$ cat config.mk
export PLATFORM = sky130hd
export DESIGN_NAME = reg_bank_seq
export DESIGN_NICKNAME = d
export VERILOG_FILES = /design/src/rtl/q2_bank_pkg.sv /design/src/rtl/reg_bank_seq_rr_arbiter.sv /design/src/rtl/reg_bank_seq.sv
export SDC_FILE = /design/constraint.sdc
export NUM_CORES = 1
export LEC_CHECK = 0
export CAP_MARGIN = 20
export CORE_MARGIN = 2
export CORE_UTILIZATION = 40
export DETAILED_ROUTE_END_ITERATION = 8
export GPL_TIMING_DRIVEN = 0
export PLACE_DENSITY_LB_ADDON = 0.05
export SLEW_MARGIN = 5
export SYNTH_ARGS = -nofsm -noshare
export SYNTH_HDL_FRONTEND = slang
export SYNTH_SLANG_ARGS = --single-unit
$ cat constraint.sdc
create_clock -name clk -period 2.1 [get_ports clk]
set_input_delay 0.21 -clock clk [delete_from_list [all_inputs] [get_ports clk]]
set_output_delay 0.21 -clock clk [all_outputs]
set_load 0.02 [all_outputs]
$ cat src/rtl/q2_bank_pkg.sv
// Shared definitions for the register-bank write sequencer.
//   q2_state_e : write sequencer FSM states
//   Q2_WORD_W  : default register word width
//   Q2_NREQ    : default number of requesters
//   Q2_NREG    : default number of register words
package q2_bank_pkg;

  localparam int Q2_WORD_W = 12;
  localparam int Q2_NREQ   = 4;
  localparam int Q2_NREG   = 8;

  typedef enum logic [1:0] {
    ST_IDLE   = 2'd0,
    ST_SETUP  = 2'd1,
    ST_STROBE = 2'd2,
    ST_HOLD   = 2'd3
  } q2_state_e;

endpackage

$ cat src/rtl/reg_bank_seq_rr_arbiter.sv
// rr_arbiter: combinational round-robin pick.
// Search starts at i_ptr and wraps modulo NREQ.
//   i_req [NREQ] : request vector
//   i_ptr [PW]   : highest-priority requester index
//   o_gnt [NREQ] : one-hot winner (0 if no request)
//   o_idx [PW]   : encoded winner index (0 if no request)
module rr_arbiter #(
  parameter  int NREQ = 4,
  localparam int PW   = $clog2(NREQ)
) (
  input  logic [NREQ-1:0] i_req,
  input  logic [PW-1:0]   i_ptr,
  output logic [NREQ-1:0] o_gnt,
  output logic [PW-1:0]   o_idx
);

  always_comb begin
    logic w_found;
    int   w_cand;
    o_gnt   = '0;
    o_idx   = '0;
    w_found = 1'b0;
    w_cand  = 0;
    for (int k = 0; k < NREQ; k++) begin
      // Candidate at distance k from the pointer, wrapped without a modulo.
      w_cand = int'(i_ptr) + k;
      if (w_cand >= NREQ) w_cand = w_cand - NREQ;
      for (int j = 0; j < NREQ; j++) begin
        if (!w_found && (j == w_cand) && i_req[j]) begin
          w_found  = 1'b1;
          o_gnt[j] = 1'b1;
          o_idx    = PW'(j);
        end
      end
    end
  end

endmodule

$ cat src/rtl/reg_bank_seq.sv
// reg_bank_seq: round-robin write sequencer for a dff register bank.
// Each write runs IDLE -> SETUP -> STROBE -> HOLD -> IDLE so the bank D
// inputs are stable a full cycle on either side of the word clock strobe.
// Optional feature macro: REG_BANK_SEQ_CLEAR_EN (clear-strobe commands).
//   clk, clr          : clock, synchronous active-high reset
//   req/req_addr/
//   req_data/req_clear: per-requester request, packed address/data, clear
//   gnt               : one-cycle completion pulse to the winner
//   busy              : sequencer not IDLE
//   reg_data/reg_sel/
//   reg_clk/reg_clr   : bank data, one-hot select, clock strobe, clear strobe
module reg_bank_seq
  import q2_bank_pkg::*;
#(
  parameter  int NREQ  = Q2_NREQ,
  parameter  int NREG  = Q2_NREG,
  parameter  int WIDTH = Q2_WORD_W,
  localparam int AW    = $clog2(NREG),
  localparam int PW    = $clog2(NREQ)
) (
  input  logic                  clk,
  input  logic                  clr,
  input  logic [NREQ-1:0]       req,
  input  logic [NREQ*AW-1:0]    req_addr,
  input  logic [NREQ*WIDTH-1:0] req_data,
  input  logic [NREQ-1:0]       req_clear,
  output logic [NREQ-1:0]       gnt,
  output logic                  busy,
  output logic [WIDTH-1:0]      reg_data,
  output logic [NREG-1:0]       reg_sel,
  output logic [NREG-1:0]       reg_clk,
  output logic [NREG-1:0]       reg_clr
);

  q2_state_e        r_state;
  logic [PW-1:0]    r_ptr;
  logic [PW-1:0]    r_win;
  logic [NREQ-1:0]  r_gnt;
  logic             r_busy;
  logic [WIDTH-1:0] r_reg_data;
  logic [NREG-1:0]  r_reg_sel;
  logic [NREG-1:0]  r_reg_clk;

  logic [NREQ-1:0]  w_gnt_oh;
  logic [PW-1:0]    w_idx;
  logic [AW-1:0]    w_win_addr;
  logic [WIDTH-1:0] w_win_data;
  logic [NREG-1:0]  w_win_sel;
  logic [PW-1:0]    w_ptr_nxt;

  rr_arbiter #(.NREQ(NREQ)) u_arb (
    .i_req (req),
    .i_ptr (r_ptr),
    .o_gnt (w_gnt_oh),
    .o_idx (w_idx)
  );

  assign w_win_addr = req_addr[int'(w_idx)*AW +: AW];
  assign w_win_data = req_data[int'(w_idx)*WIDTH +: WIDTH];
  assign w_ptr_nxt  = (r_win == PW'(NREQ-1)) ? '0 : r_win + 1'b1;

  // Addresses >= NREG decode to no select at all, so the sequence still
  // runs but touches no word.
  always_comb begin
    w_win_sel = '0;
    for (int j = 0; j < NREG; j++)
      if (int'(w_win_addr) == j) w_win_sel[j] = 1'b1;
  end

`ifdef REG_BANK_SEQ_CLEAR_EN
  logic            r_clear;
  logic [NREG-1:0] r_reg_clr;
  logic            w_unused_gnt;
  assign w_unused_gnt = |w_gnt_oh;
`else
  logic w_unused_in;
  assign w_unused_in = (^req_clear) ^ (|w_gnt_oh);
`endif

  always_ff @(posedge clk) begin
    if (clr) begin
      r_state    <= ST_IDLE;
      r_ptr      <= '0;
      r_win      <= '0;
      r_gnt      <= '0;
      r_busy     <= 1'b0;
      r_reg_data <= '0;
      r_reg_sel  <= '0;
      r_reg_clk  <= '0;
`ifdef REG_BANK_SEQ_CLEAR_EN
      r_clear    <= 1'b0;
      r_reg_clr  <= '0;
`endif
    end else begin
      case (r_state)
        ST_IDLE: begin
          if (|req) begin
            r_state    <= ST_SETUP;
            r_busy     <= 1'b1;
            r_win      <= w_idx;
            r_reg_data <= w_win_data;
            r_reg_sel  <= w_win_sel;
`ifdef REG_BANK_SEQ_CLEAR_EN
            r_clear    <= req_clear[w_idx];
`endif
          end
        end
        ST_SETUP: begin
          r_state <= ST_STROBE;
`ifdef REG_BANK_SEQ_CLEAR_EN
          // Clear wins over a data write: strobe clr instead of clk.
          r_reg_clk <= r_clear ? '0 : r_reg_sel;
          r_reg_clr <= r_clear ? r_reg_sel : '0;
`else
          r_reg_clk <= r_reg_sel;
`endif
        end
        ST_STROBE: begin
          r_state   <= ST_HOLD;
          r_reg_clk <= '0;
`ifdef REG_BANK_SEQ_CLEAR_EN
          r_reg_clr <= '0;
`endif
          r_gnt     <= NREQ'(1) << r_win;
          r_ptr     <= w_ptr_nxt;
        end
        ST_HOLD: begin
          r_state    <= ST_IDLE;
          r_gnt      <= '0;
          r_busy     <= 1'b0;
          r_reg_data <= '0;
          r_reg_sel  <= '0;
        end
        default: r_state <= ST_IDLE;
      endcase
    end
  end

  assign gnt      = r_gnt;
  assign busy     = r_busy;
  assign reg_data = r_reg_data;
  assign reg_sel  = r_reg_sel;
  assign reg_clk  = r_reg_clk;
`ifdef REG_BANK_SEQ_CLEAR_EN
  assign reg_clr  = r_reg_clr;
`else
  assign reg_clr  = '0;
`endif

endmodule

# Yosys cells after proc, flatten, opt, wreduce, memory -nomap -nowiden
# Cells that the tools add are included.
# totals
ff_bits	39
in_bits	70
out_inout_bits	41
wordCells	160
# classes
n_addsub	8
mul	2
n_lt_le_gt_ge	4
eq_ne	24
n_shift	3
mux	53
n_reduce_logical	58
# ops
op	n
3-bit by 32-bit == test with 1-bit output (first input constant)	8
2-bit by 32-bit == test with 1-bit output (first input constant)	4
32-bit logical NOT	4
32-bit two-way mux	4
32-bit by 4-bit >= comparator with 1-bit output (second input constant)	3
32-bit by 4-bit subtractor with 32-bit output (second input constant)	3
48-bit by 7-bit variable part select with 12-bit output	1
2-bit two-way mux	16
8-bit one-hot mux with 2 select lines	2
1-bit logical AND	31
1-bit two-way mux	25
12-bit one-hot mux with 2 select lines	1
1-bit logical NOT	15
3-bit == test (second input constant)	4
12-bit two-way mux	1
12-bit by 5-bit variable part select with 3-bit output	1
2-bit by 2-bit multiplier with 4-bit output (second input constant)	2
8-bit two-way mux	1
2-bit one-hot mux with 4 select lines	1
4-bit one-hot mux with 2 select lines	1
2-bit by 2-bit adder with 3-bit output (second input constant)	2
2-bit == test (second input constant)	3
3-bit by 2-bit == test with 1-bit output (second input constant)	2
2-bit nonzero test	3
other kinds (13)	14

# Logic depth before layout (Yosys ltp)
# logic_depth
depth_word	71
mapped_depth	9
ltp_nobuf	8

# Modules after synthesis
# Synthesis repeated with hierarchy kept, for this count alone.
# unflattened
cells_unflattened	217
area_unflattened_um2	2167.1
# modules_own_cells
module	instances	cells_per_inst	area_each_um2	seq_area_each_um2
reg_bank_seq	1	189	1978.1	780.7
rr_arbiter	1	28	188.9	0.0

# Least setup slack after synthesis
# OpenSTA, ideal clock, no wires.
# synth_path
kind	register to register
from	register r_ptr[1]
to	register r_reg_data[10], in the netlist reg_data[10]
setup_ps	117
arrival_ps	1623
required_ps	1983
slack_ps	360
path_stages_with_launch	9
path_buffers	3
synth_period_minus_slack_ps	1740
path_cell_list	dfxtp_1 -> buf_2 -> a21boi_2 -> o32ai_4 -> buf_6 -> buf_6 -> mux2i_1 -> nand2_1 -> a32o_1
# synth_between
elab_chain_cells	69
elab_cells_between_ends	111
classes_between	add/sub: 7; mul: 1; order compare: 4; eq/ne: 12; shift: 1; mux: 36; reduce/logical: 50
# synth_rtl
element	line_no	text
start, declared	reg_bank_seq.sv:36	logic [PW-1:0] r_ptr;
start signal, assigned	reg_bank_seq.sv:125	r_ptr <= w_ptr_nxt;
2-bit by 3-bit subtractor with 4-bit output or 2-bit by 3-bit >= comparator with 1-bit output (tied branches)	reg_bank_seq_rr_arbiter.sv:27	if (w_cand >= NREQ) w_cand = w_cand - NREQ;
32-bit two-way mux	reg_bank_seq_rr_arbiter.sv:27	
32-bit logical NOT	reg_bank_seq_rr_arbiter.sv:29	if (!w_found && (j == w_cand) && i_req[j]) begin
1-bit logical AND	reg_bank_seq_rr_arbiter.sv:29	
1-bit two-way mux	reg_bank_seq_rr_arbiter.sv:29	
1-bit logical NOT	reg_bank_seq_rr_arbiter.sv:29	
1-bit logical AND (2 in series)	reg_bank_seq_rr_arbiter.sv:29	
1-bit two-way mux	reg_bank_seq_rr_arbiter.sv:29	
(+51 left out)	--	
1-bit two-way mux	reg_bank_seq_rr_arbiter.sv:29	
1-bit logical NOT	reg_bank_seq_rr_arbiter.sv:29	
1-bit logical AND (2 in series)	reg_bank_seq_rr_arbiter.sv:29	
2-bit two-way mux (*)	reg_bank_seq_rr_arbiter.sv:29	
2-bit by 2-bit multiplier with 4-bit output (*)	reg_bank_seq.sv:59	assign w_win_data = req_data[int'(w_idx)*WIDTH +: WIDTH];
48-bit by 7-bit variable part select with 12-bit output (*)	reg_bank_seq.sv:59	
12-bit two-way mux (*)	reg_bank_seq.sv:97	if (|req) begin
12-bit one-hot mux with 2 select lines (*)	reg_bank_seq.sv:95	case (r_state)
end signal, assigned	reg_bank_seq.sv:101	r_reg_data <= w_win_data;
end, declared	reg_bank_seq.sv:40	logic [WIDTH-1:0] r_reg_data;
# Every way passes the cells marked *; elsewhere a longest branch is shown, timed or not. The select of a mux whose other input is x is not followed.
# A chain may end at the register's enable or synchronous reset.

# Worst setup path after layout
# layout_path
from	register r_ptr[1]
to	register r_reg_data[2], in the netlist reg_data[2]
# The elaborated chain is that of the path after synthesis.

==> summary.md <==
| Metric | Value |
|---|---|
| Status | `finished clean` |
| Final HPWL DP | `4800 um` |
| Clk_lat worst skew | `300 ps` |
| Crit path DAT | `2150 ps` |
| Crit path capture type | `flop` |
| Vias | `2,170` |
| Max-Slew Margin vs Limit | `64.6%` |
| Dominant cells by area after synthesis | `dfxtp_1 36%, mux2i_1 8.7%, a32o_1 7.3%` |
| Starting Density | `42.1%` |
| CP startpoint kind | `flop` |
| Ports | `111` |
| P per Cell Area | `853 mW/mm^2` |
| Sequential fraction of the synthesis area | `35.6%` |
| Worst Path Max Fanout | `10` |
| Final Core Density | `65.4%` |
| List of most frequent post-synthesis cells | `39 x dfxtp_1, 19 x mux2i_1, 18 x nand2_1` |
| Net Sw Power | `1.09 mW` |
| Core Area | `0.00520 mm^2` |
| Mean post-synth cell area | `9.49 um^2` |
| Worst EP required | `2290 ps` |
| Root Buffer | `clkbuf_8` |
| Gate Count Post-Synth | `231` |
| EDFF count, synth | `0` |
| N_diodes | `0` |
| Clk_skew | `5.25 ps` |
| P_leak | `1.32 nW` |
| CTS tree | `yes` |
| Sw frac | `37.6%` |
| Largest net degree at the start of global routing | `13` |
| Post-synthesis cell area | `0.00219 mm^2` |
| Worst Tran Pin Value | `526 ps` |
| Tmin final | `1950 ps` |
| Yosys top cell by area | `dfxtp_1` |
| Hold WC Path Type | `input pin to flop` |
| Iteration-0 DRC Markers | `99` |
| DIE WIDTH | `78.0 um` |
| CTS Buf Count | `5` |
| Ys flop type | `dfxtp_1` |
| Netlist cell types | `43` |
| Pre-Repair DR Iteration Count | `4` |
| Unrepaired setup endpoints after global routing | `false` |
| Peak supply drop | `0.000710 V` |
| WL final | `6280 um` |
| Post-DR vias/cell | `5.23` |
| DP Area | `0.00327 mm^2` |
| Congestion Overflow GR | `0` |
| GP Congestion | `0.821` |
| Final setup violation count | `0` |
| Top-count cell post-synth | `dfxtp_1` |
| Post-synth top area share | `35.6%` |
| Clock tree sinks | `39` |
| Layout area overhead | `55.3%` |
| Fillers | `467` |
| Final worst path period share | `93.1%` |
| Pins Over Slew Limit | `0` |
| Endpoints failing hold | `0` |
| H-tree depth | `2` |
| Pint | `1.81 mW` |
| Cell area after layout | `0.00340 mm^2` |
| Flop pwr share | `33.7%` |
| FF-to-FF setup slack | `150 ps` |
| Global-route wire length before repair | `10,400 um` |
| Die area | `0.00609 mm^2` |
| Clock group share of total power | `17.7%` |
| Share of layout cells above drive strength 1 | `13.3%` |
| Max-cap viol count | `0` |
| Row Count | `26` |
| Antenna-violating nets left | `0` |
| F_max | `512 MHz` |
| Kind of critical path | `flop to flop` |
| WL/cell | `15.1 um` |
| PortBufs | `96` |
| Clk slew on worst S/H paths | `80 ps` |
| Synth async-reset ratio | `0%` |
| Combinational power share | `48.6%` |
| Ys Warns | `0` |
| DRC Markers | `0` |
| Initial antenna violation count | `0` |
| Flops & latches, synth | `39` |
| Maximum clock path buffer count | `2` |
| Nets | `422` |
| Die H | `78.0 um` |
| Vias in the first global route | `2,150` |
| Total GRT Usage | `21.8%` |
layout make-up:
| class | instances | area (um^2) | share of cell area [%] |
|---|---|---|---|
| Multi-Input combinational cell | 166 | 1270 | 37.3 |
| Timing Repair Buffer | 99 | 988 | 29.0 |
| Sequential cell | 39 | 781 | 22.9 |
| Buffer | 27 | 169 | 4.96 |
| Tap cell | 70 | 87.6 | 2.57 |
| Clock buffer | 6 | 72.6 | 2.13 |
| Inverter | 6 | 22.5 | 0.662 |
| Clock inverter | 2 | 12.5 | 0.368 |
cell usage in the layout (no fill, tap or decap), drive strengths merged, types with 3 or more instances in the layout:
cell / instances
clkdlybuf4s50: 94
dfxtp: 39
buf: 21
mux2i: 20
nand2: 18
a32o: 16
a21oi: 16
clkbuf: 15
nor2: 14
o32a: 12
nand2b: 9
nand3b: 9
ha: 8
conb: 8
inv: 6
nor3: 6
o31ai: 4
nor2b: 4
o22ai: 3
o32ai: 3
final timing paths:
kind              cells after the start        start          end
hold / removal                        4       req[1]     r_win[1]
setup reg to reg                      8     r_ptr[1]  reg_data[2]
hold reg to reg                       1  reg_data[7]  reg_data[7]
setup / recovery                      8     r_ptr[1]  reg_data[2]
sequential cells by signal (all words and copies together), names as in the netlist:
register	flops
busy	1
gnt	4
r_ptr	2
r_state	2
r_win	2
reg_clk	8
reg_data	12
reg_sel	8
layer usage:
metal  GRT usage [%]  routed length [um]  share of wire, %
met5               0                   0                 0
met4            9.12                 193               3.1
met3            5.52                 333               5.3
met2            35.5                2980                47
met1            27.5                2770                44
cells by family after synthesis:
group	share of synthesized area (%)
AO/OA/AOI/OAI	26.4
adder cells (fa/ha/maj)	4.57
buffers and inverters	8.39
flip-flops	35.6
multiplexers	9.82
other	0.171
AND/OR/NAND/NOR	15.0
what timing repair did:
item / CTS / global route
hold endpoints to repair: 0 / 0
buffers inserted: 1 / 2
resized for setup: 0 / 9
hold buffers: 0 / 0
setup endpoints to repair: 1 / 20
pin swaps: 0 / 1
per-stage QoR:
step	cells	hold slack (ps)	power, mW	TNS, ps	setup WS (ps)
after floorplan	238	484	1.85	0	360
after global placement	404	450	2.36	-5520	-333
after detailed placement	404	453	2.38	-5720	-326
after CTS	413	407	2.90	0	15.2
after global routing	415	444	3.09	0	5.41
final	415	417	2.90	0	145
power groups by stage:
stage / sequential (mW) / combinational (mW) / clock (mW)
floorplan: 1.13 / 0.722 / 0
global route: 1.00 / 1.54 / 0.556
finish: 0.978 / 1.41 / 0.514
CTS: 0.979 / 1.40 / 0.526
global placement: 0.993 / 1.37 / 0
detailed placement: 0.994 / 1.39 / 0
critical path, cell delays in order, from the launching register on:
cell	delay [ps]
dfxtp_1	310
clkbuf_4	200
a21boi_2	90
o32ai_4	360
buf_6	190
buf_8	160
mux2i_1	220
nand2_1	70
a32o_1	250
(Power assumes the default switching activity.)
==> RTL change 1 (config.mk and constraints unchanged) <==
Set the package constant `Q2_WORD_W` to 6 (it was 12).
--- a/src/rtl/q2_bank_pkg.sv
+++ b/src/rtl/q2_bank_pkg.sv
@@ -5,7 +5,7 @@
 //   Q2_NREG    : default number of register words
 package q2_bank_pkg;
 
-  localparam int Q2_WORD_W = 12;
+  localparam int Q2_WORD_W = 6;
   localparam int Q2_NREQ   = 4;
   localparam int Q2_NREG   = 8;
 
Interface: changed (resized reg_data and req_data); port bits go from 111 to 81. The function was not compared with the original's and may differ.
==> RTL change 1 against the original RTL <==
Count of clock-buffer cells in the layout is 1 lower; die area is 18% lower; sequential cell count is 6 lower; power is 22% lower; worst setup slack worse by 0.042 ns; synthesized area is 18% lower; sequential power is 18% lower; cell area is 21% lower; routed wire length is 38% lower; critical endpoint is now reg_sel[5]; highest routed layer unchanged.
==> RTL change 1: results (changes against the original RTL) <==
- FF/Latch Area: 662 um^2 (was 781 um^2)
- Largest net degree at the start of global routing: 12 (was 13)
- WL/cell: 12.1 um (was 15.1 um)
- Status: completed (unchanged)
- Top cells by count, synth: dfxtp_1, mux2i_1, a21oi_1 (was dfxtp_1, mux2i_1, nand2_1)
- Synth area leaders: dfxtp_1, mux2i_1, ha_1 (was dfxtp_1, mux2i_1, a32o_1)
- Share of layout cells above drive strength 1: 12.1% (was 13.3%)
- Vias in the first global route: 1516 (was 2150)
- Max incr delay on CP: 0.48 ns (was 0.36 ns)
- Clock Latency Late Sink: 0.28 ns (was 0.30 ns)
- DRT iter0 DRCs: 86 (was 99)
- Arrival @ worst endpoint: 2.19 ns (was 2.15 ns)
- Worst Hold End: reg_clk[3] (was r_win[1])
- CTS resizes: 2 (was 0)
- First-pass GRT wire length: 6.65 mm (was 10.4 mm)
- Worst Skew: 0.00544 ns (was 0.00525 ns)
- R2R setup slack: 0.19 ns (was 0.15 ns)
- Met3 usage: 4.84% (was 5.52%)
- Critical Path Sink: reg_sel[5] (was reg_data[2])
- # fillers: 382 (was 467)
- Clk sinks: 33 (was 39)
- WHS: 0.469 ns (was 0.417 ns)
- Global routing usage on met1: 20.5% (was 27.5%)
- Switch share: 35.8% (was 37.6%)
- Met2 Track Usage GR: 26.8% (was 35.5%)
- Maximum VDD drop: 0.376 mV (was 0.710 mV)
- Non-clk buf share: 30.0% (was 34.0%)
- Comb_multi_in: 138 (was 166)
- Comb group: 1.00 mW (was 1.41 mW)
- Setup bufs post-CTS: 0 (was 1)
- Routed length on met3: 243 um (was 333 um)
- GPL Wtd Cong: 0.714 (was 0.821)
- Footprint of the multi-input gates: 1040 um^2 (was 1270 um^2)
- Synth cell types: 32 (was 43)
- Fraction of area in multi-input gates: 38.8% (was 37.3%)
- Worst reg2reg path endpoint: reg_sel[6] (was reg_data[2])
==> RTL change 1: cell types whose count changed after synthesis, moves of 4 or more <==
cell and change:
o31ai_1 +5, nor2_1 -7, a22o_1 +6, clkbuf_1 -4
a32o_1 -16, o32a_1 -12, mux2i_1 +14, buf_2 -4
nand2_1 -7, dfxtp_1 -6
==> RTL change 1: metrics by stage <==
step,worst slack (ns),cells
6_report,0.103,324
5_1_grt,-0.00806,324
2_1_floorplan,0.303,195
3_5_place_dp,-0.374,315
4_1_cts,0.0622,323
3_3_place_gp,-0.437,315
==> RTL change 1: cell families after synthesis <==
kind of cell,count (synthesis),synth area share [%]
compound gates,36,13.4
fa+ha+maj,8,5.60
flops,33,36.9
buf+inv,24,7.28
simple gates,51,16.8
other cells,1,0.210
mux,35,19.7
==> RTL change 1: worst min-delay path, cell delays in order, from the launching register on <==
cell and delay (ns):
dfxtp_1 0.31, nand2b_1 0.06, a21oi_1 0.05
==> RTL change 2 (same flow settings) <==
Without the edit above. Re-encode `q2_state_e` (4 states) as Gray code, 2 bits wide.
--- a/src/rtl/q2_bank_pkg.sv
+++ b/src/rtl/q2_bank_pkg.sv
@@ -10,10 +10,10 @@
   localparam int Q2_NREG   = 8;
 
   typedef enum logic [1:0] {
-    ST_IDLE   = 2'd0,
-    ST_SETUP  = 2'd1,
-    ST_STROBE = 2'd2,
-    ST_HOLD   = 2'd3
+    ST_IDLE   = 2'b00,
+    ST_SETUP  = 2'b01,
+    ST_STROBE = 2'b11,
+    ST_HOLD   = 2'b10
   } q2_state_e;
 
 endpackage
Function: same outputs for any inputs over 10 cycles, from zero or initial values; not proved beyond that.
==> RTL change 2 against the original RTL <==
Worst setup slack got worse by 0.086 ns; sequential cell count did not move; cell area is 6.1% higher; first-iteration DRC count decreased by 6.1%; hold slack worse by 0.14 ns; highest routed layer unchanged; die area is 4.2% higher; routed wire length grew 3.8%; synthesized area up 4.5%.
Power is not compared: it rests on default switching activity, and its combinational part moved more than twofold at a synthesized area within 25%.
==> RTL change 2: results (changes against the original RTL) <==
- Static leakage: 1.34 nW
- IO Port Bufs: 97 (was 96)
- Largest net degree at the start of global routing: 13 (unchanged)
- Maximum VDD drop: 0.334 mV
- Synth warnings: 0 (unchanged)
- TNS Setup: 0 ns (unchanged)
- DR pass1 iterations: 4 (unchanged)
- Arrival @ worst endpoint: 2.23 ns (was 2.15 ns)
- Max reg flops: 12 (unchanged)
- Clock Latency Late Sink: 0.30 ns (about the same)
- Post-synth top flop: dfxtp_1 (unchanged)
- # fillers: 492 (was 467)
- Net count, final: 454 (was 422)
- Num CTS Buffers: 5 (unchanged)
- CTS root buf: clkbuf_8 (unchanged)
- First-pass GRT wire length: 10.5 mm (was 10.4 mm)
- Routed WL: 6.51 mm (was 6.28 mm)
- Initial antenna violation count: 0 (unchanged)
- Synth cell types: 41 (was 43)
- CP max FO: 7 (was 10)
- CTS Buffer Depth: 2 (unchanged)
- FFs w/ async S/R, synth: 0% (unchanged)
- Worst Skew: 0.00620 ns (was 0.00525 ns)
- Vias in the first global route: 2293 (was 2150)
- Hold Path Class: input pin to register (unchanged)
- Drt via density: 5.21 (was 5.23)
- Ant diodes: 0 (unchanged)
- Post-synthesis sequential area ratio: 34.1% (was 35.6%)
- Synth area leaders: dfxtp_1, nand3_1, a21oi_1 (was dfxtp_1, mux2i_1, a32o_1)
- Share of layout cells above drive strength 1: 16.5% (was 13.3%)
- Htree depth: 2 (unchanged)
- Top cells by count, synth: dfxtp_1, nand3_1, a21oi_1 (was dfxtp_1, mux2i_1, nand2_1)
- Worst slew pin tran: 0.591 ns (was 0.526 ns)
- Status: completed (unchanged)
- Global Route Usage Sum: 21.3% (was 21.8%)
- CTS clk-pin slew, worst paths: 0.08 ns (about the same)
- DRT iter0 DRCs: 93 (was 99)
- GPL Wtd Cong: 0.788 (was 0.821)
- HPWL after detailed placement: 4.92 mm (was 4.80 mm)
-- RTL change 2: cell count changes in the layout (fill, tap and decap cells not counted), sizes merged, moves of 4 or more --
cell    unedited run  this run
a211o              0         4
a21oi             16        33
a32o              16         8
clkbuf            15        21
ha                 8         4
mux2               1        14
mux2i             20         6
nand2b             9        14
nand3              0        31
nor2              14         6
o211ai             2        12
o21ai              1        14
o31ai              4         0
o32a              12         0
-- RTL change 2: area by class of cell --
cell class / count / area (um^2) / area share [%]
Sequential cell: 39 / 782 / 21.6
Clock inverter: 2 / 35.0 / 0.970
Inverter: 4 / 15.0 / 0.416
Multi-Input combinational cell: 198 / 1410 / 38.9
Timing Repair Buffer: 104 / 1040 / 28.8
Clock buffer: 6 / 82.6 / 2.29
Buffer: 28 / 161 / 4.47
Tap cell: 72 / 90.1 / 2.49
-- RTL change 2: where the power goes --
| part | leakage (nW) | switching, mW | internal [mW] | total [mW] |
|---|---|---|---|---|
| logic | 0.959 | 0.304 | 0.335 | 0.639 |
| clock network | 0.0612 | 0.275 | 0.385 | 0.660 |
| registers | 0.319 | 0.0271 | 0.780 | 0.807 |
-- RTL change 2: what timing repair did --
| item | 4_1_cts | 5_1_grt |
|---|---|---|
| setup buffers | 2 | 5 |
| pin swaps | 1 | 4 |
| endpoints found under the setup margin | 8 | 20 |
| hold buffers | 0 | 0 |
| resized for setup | 1 | 15 |
-- RTL change 2: metal layers --
metal / wire length, um / vias up / track usage [%]
met3: 375 / 14 / 4.30
met2: 3120 / 70 / 37.3
met4: 151 / 0 / 8.62
li1: - / 1173 / -
met1: 2860 / 1103 / 25.2
met5: 0 / - / 0
-- RTL change 2: logic make-up after synthesis --
logic type | count (synthesis) | synth area share [%]
fa+ha+maj | 4 | 2.19
simple gates | 90 | 21.4
mux | 20 | 11.0
buf+inv | 32 | 7.49
other cells | 1 | 0.164
flops | 39 | 34.1
compound gates | 76 | 23.7
-- RTL change 2: path summary, 6_finish.rpt --
path               start          end  slack [ns]  cells after the start
max               req[2]   reg_sel[6]        0.06                      9
min                  clr   r_state[1]        0.28                      2
min reg2reg  reg_data[3]  reg_data[3]        0.46                      2
max reg2reg     r_ptr[1]   reg_sel[6]        0.09                      8
-- RTL change 2: critical path: stages --
cell and delay [ns]:
clkdlybuf4s50_1 0.47, and2b_1 0.22, a211oi_4 0.19, buf_4 0.19, nor2_4 0.05, buf_12 0.15, mux2i_2 0.16, mux2_2 0.32
a32o_1 0.26
-- RTL change 2: through the flow --
step / instances / area [um^2] / setup WS, ns
6_report: 453 / 3610 / 0.0588
5_1_grt: 453 / 3610 / -0.0143
4_1_cts: 448 / 3520 / 0.00709
3_5_place_dp: 438 / 3380 / -0.322
3_3_place_gp: 438 / 3380 / -0.326
2_1_floorplan: 269 / 2320 / 0.299
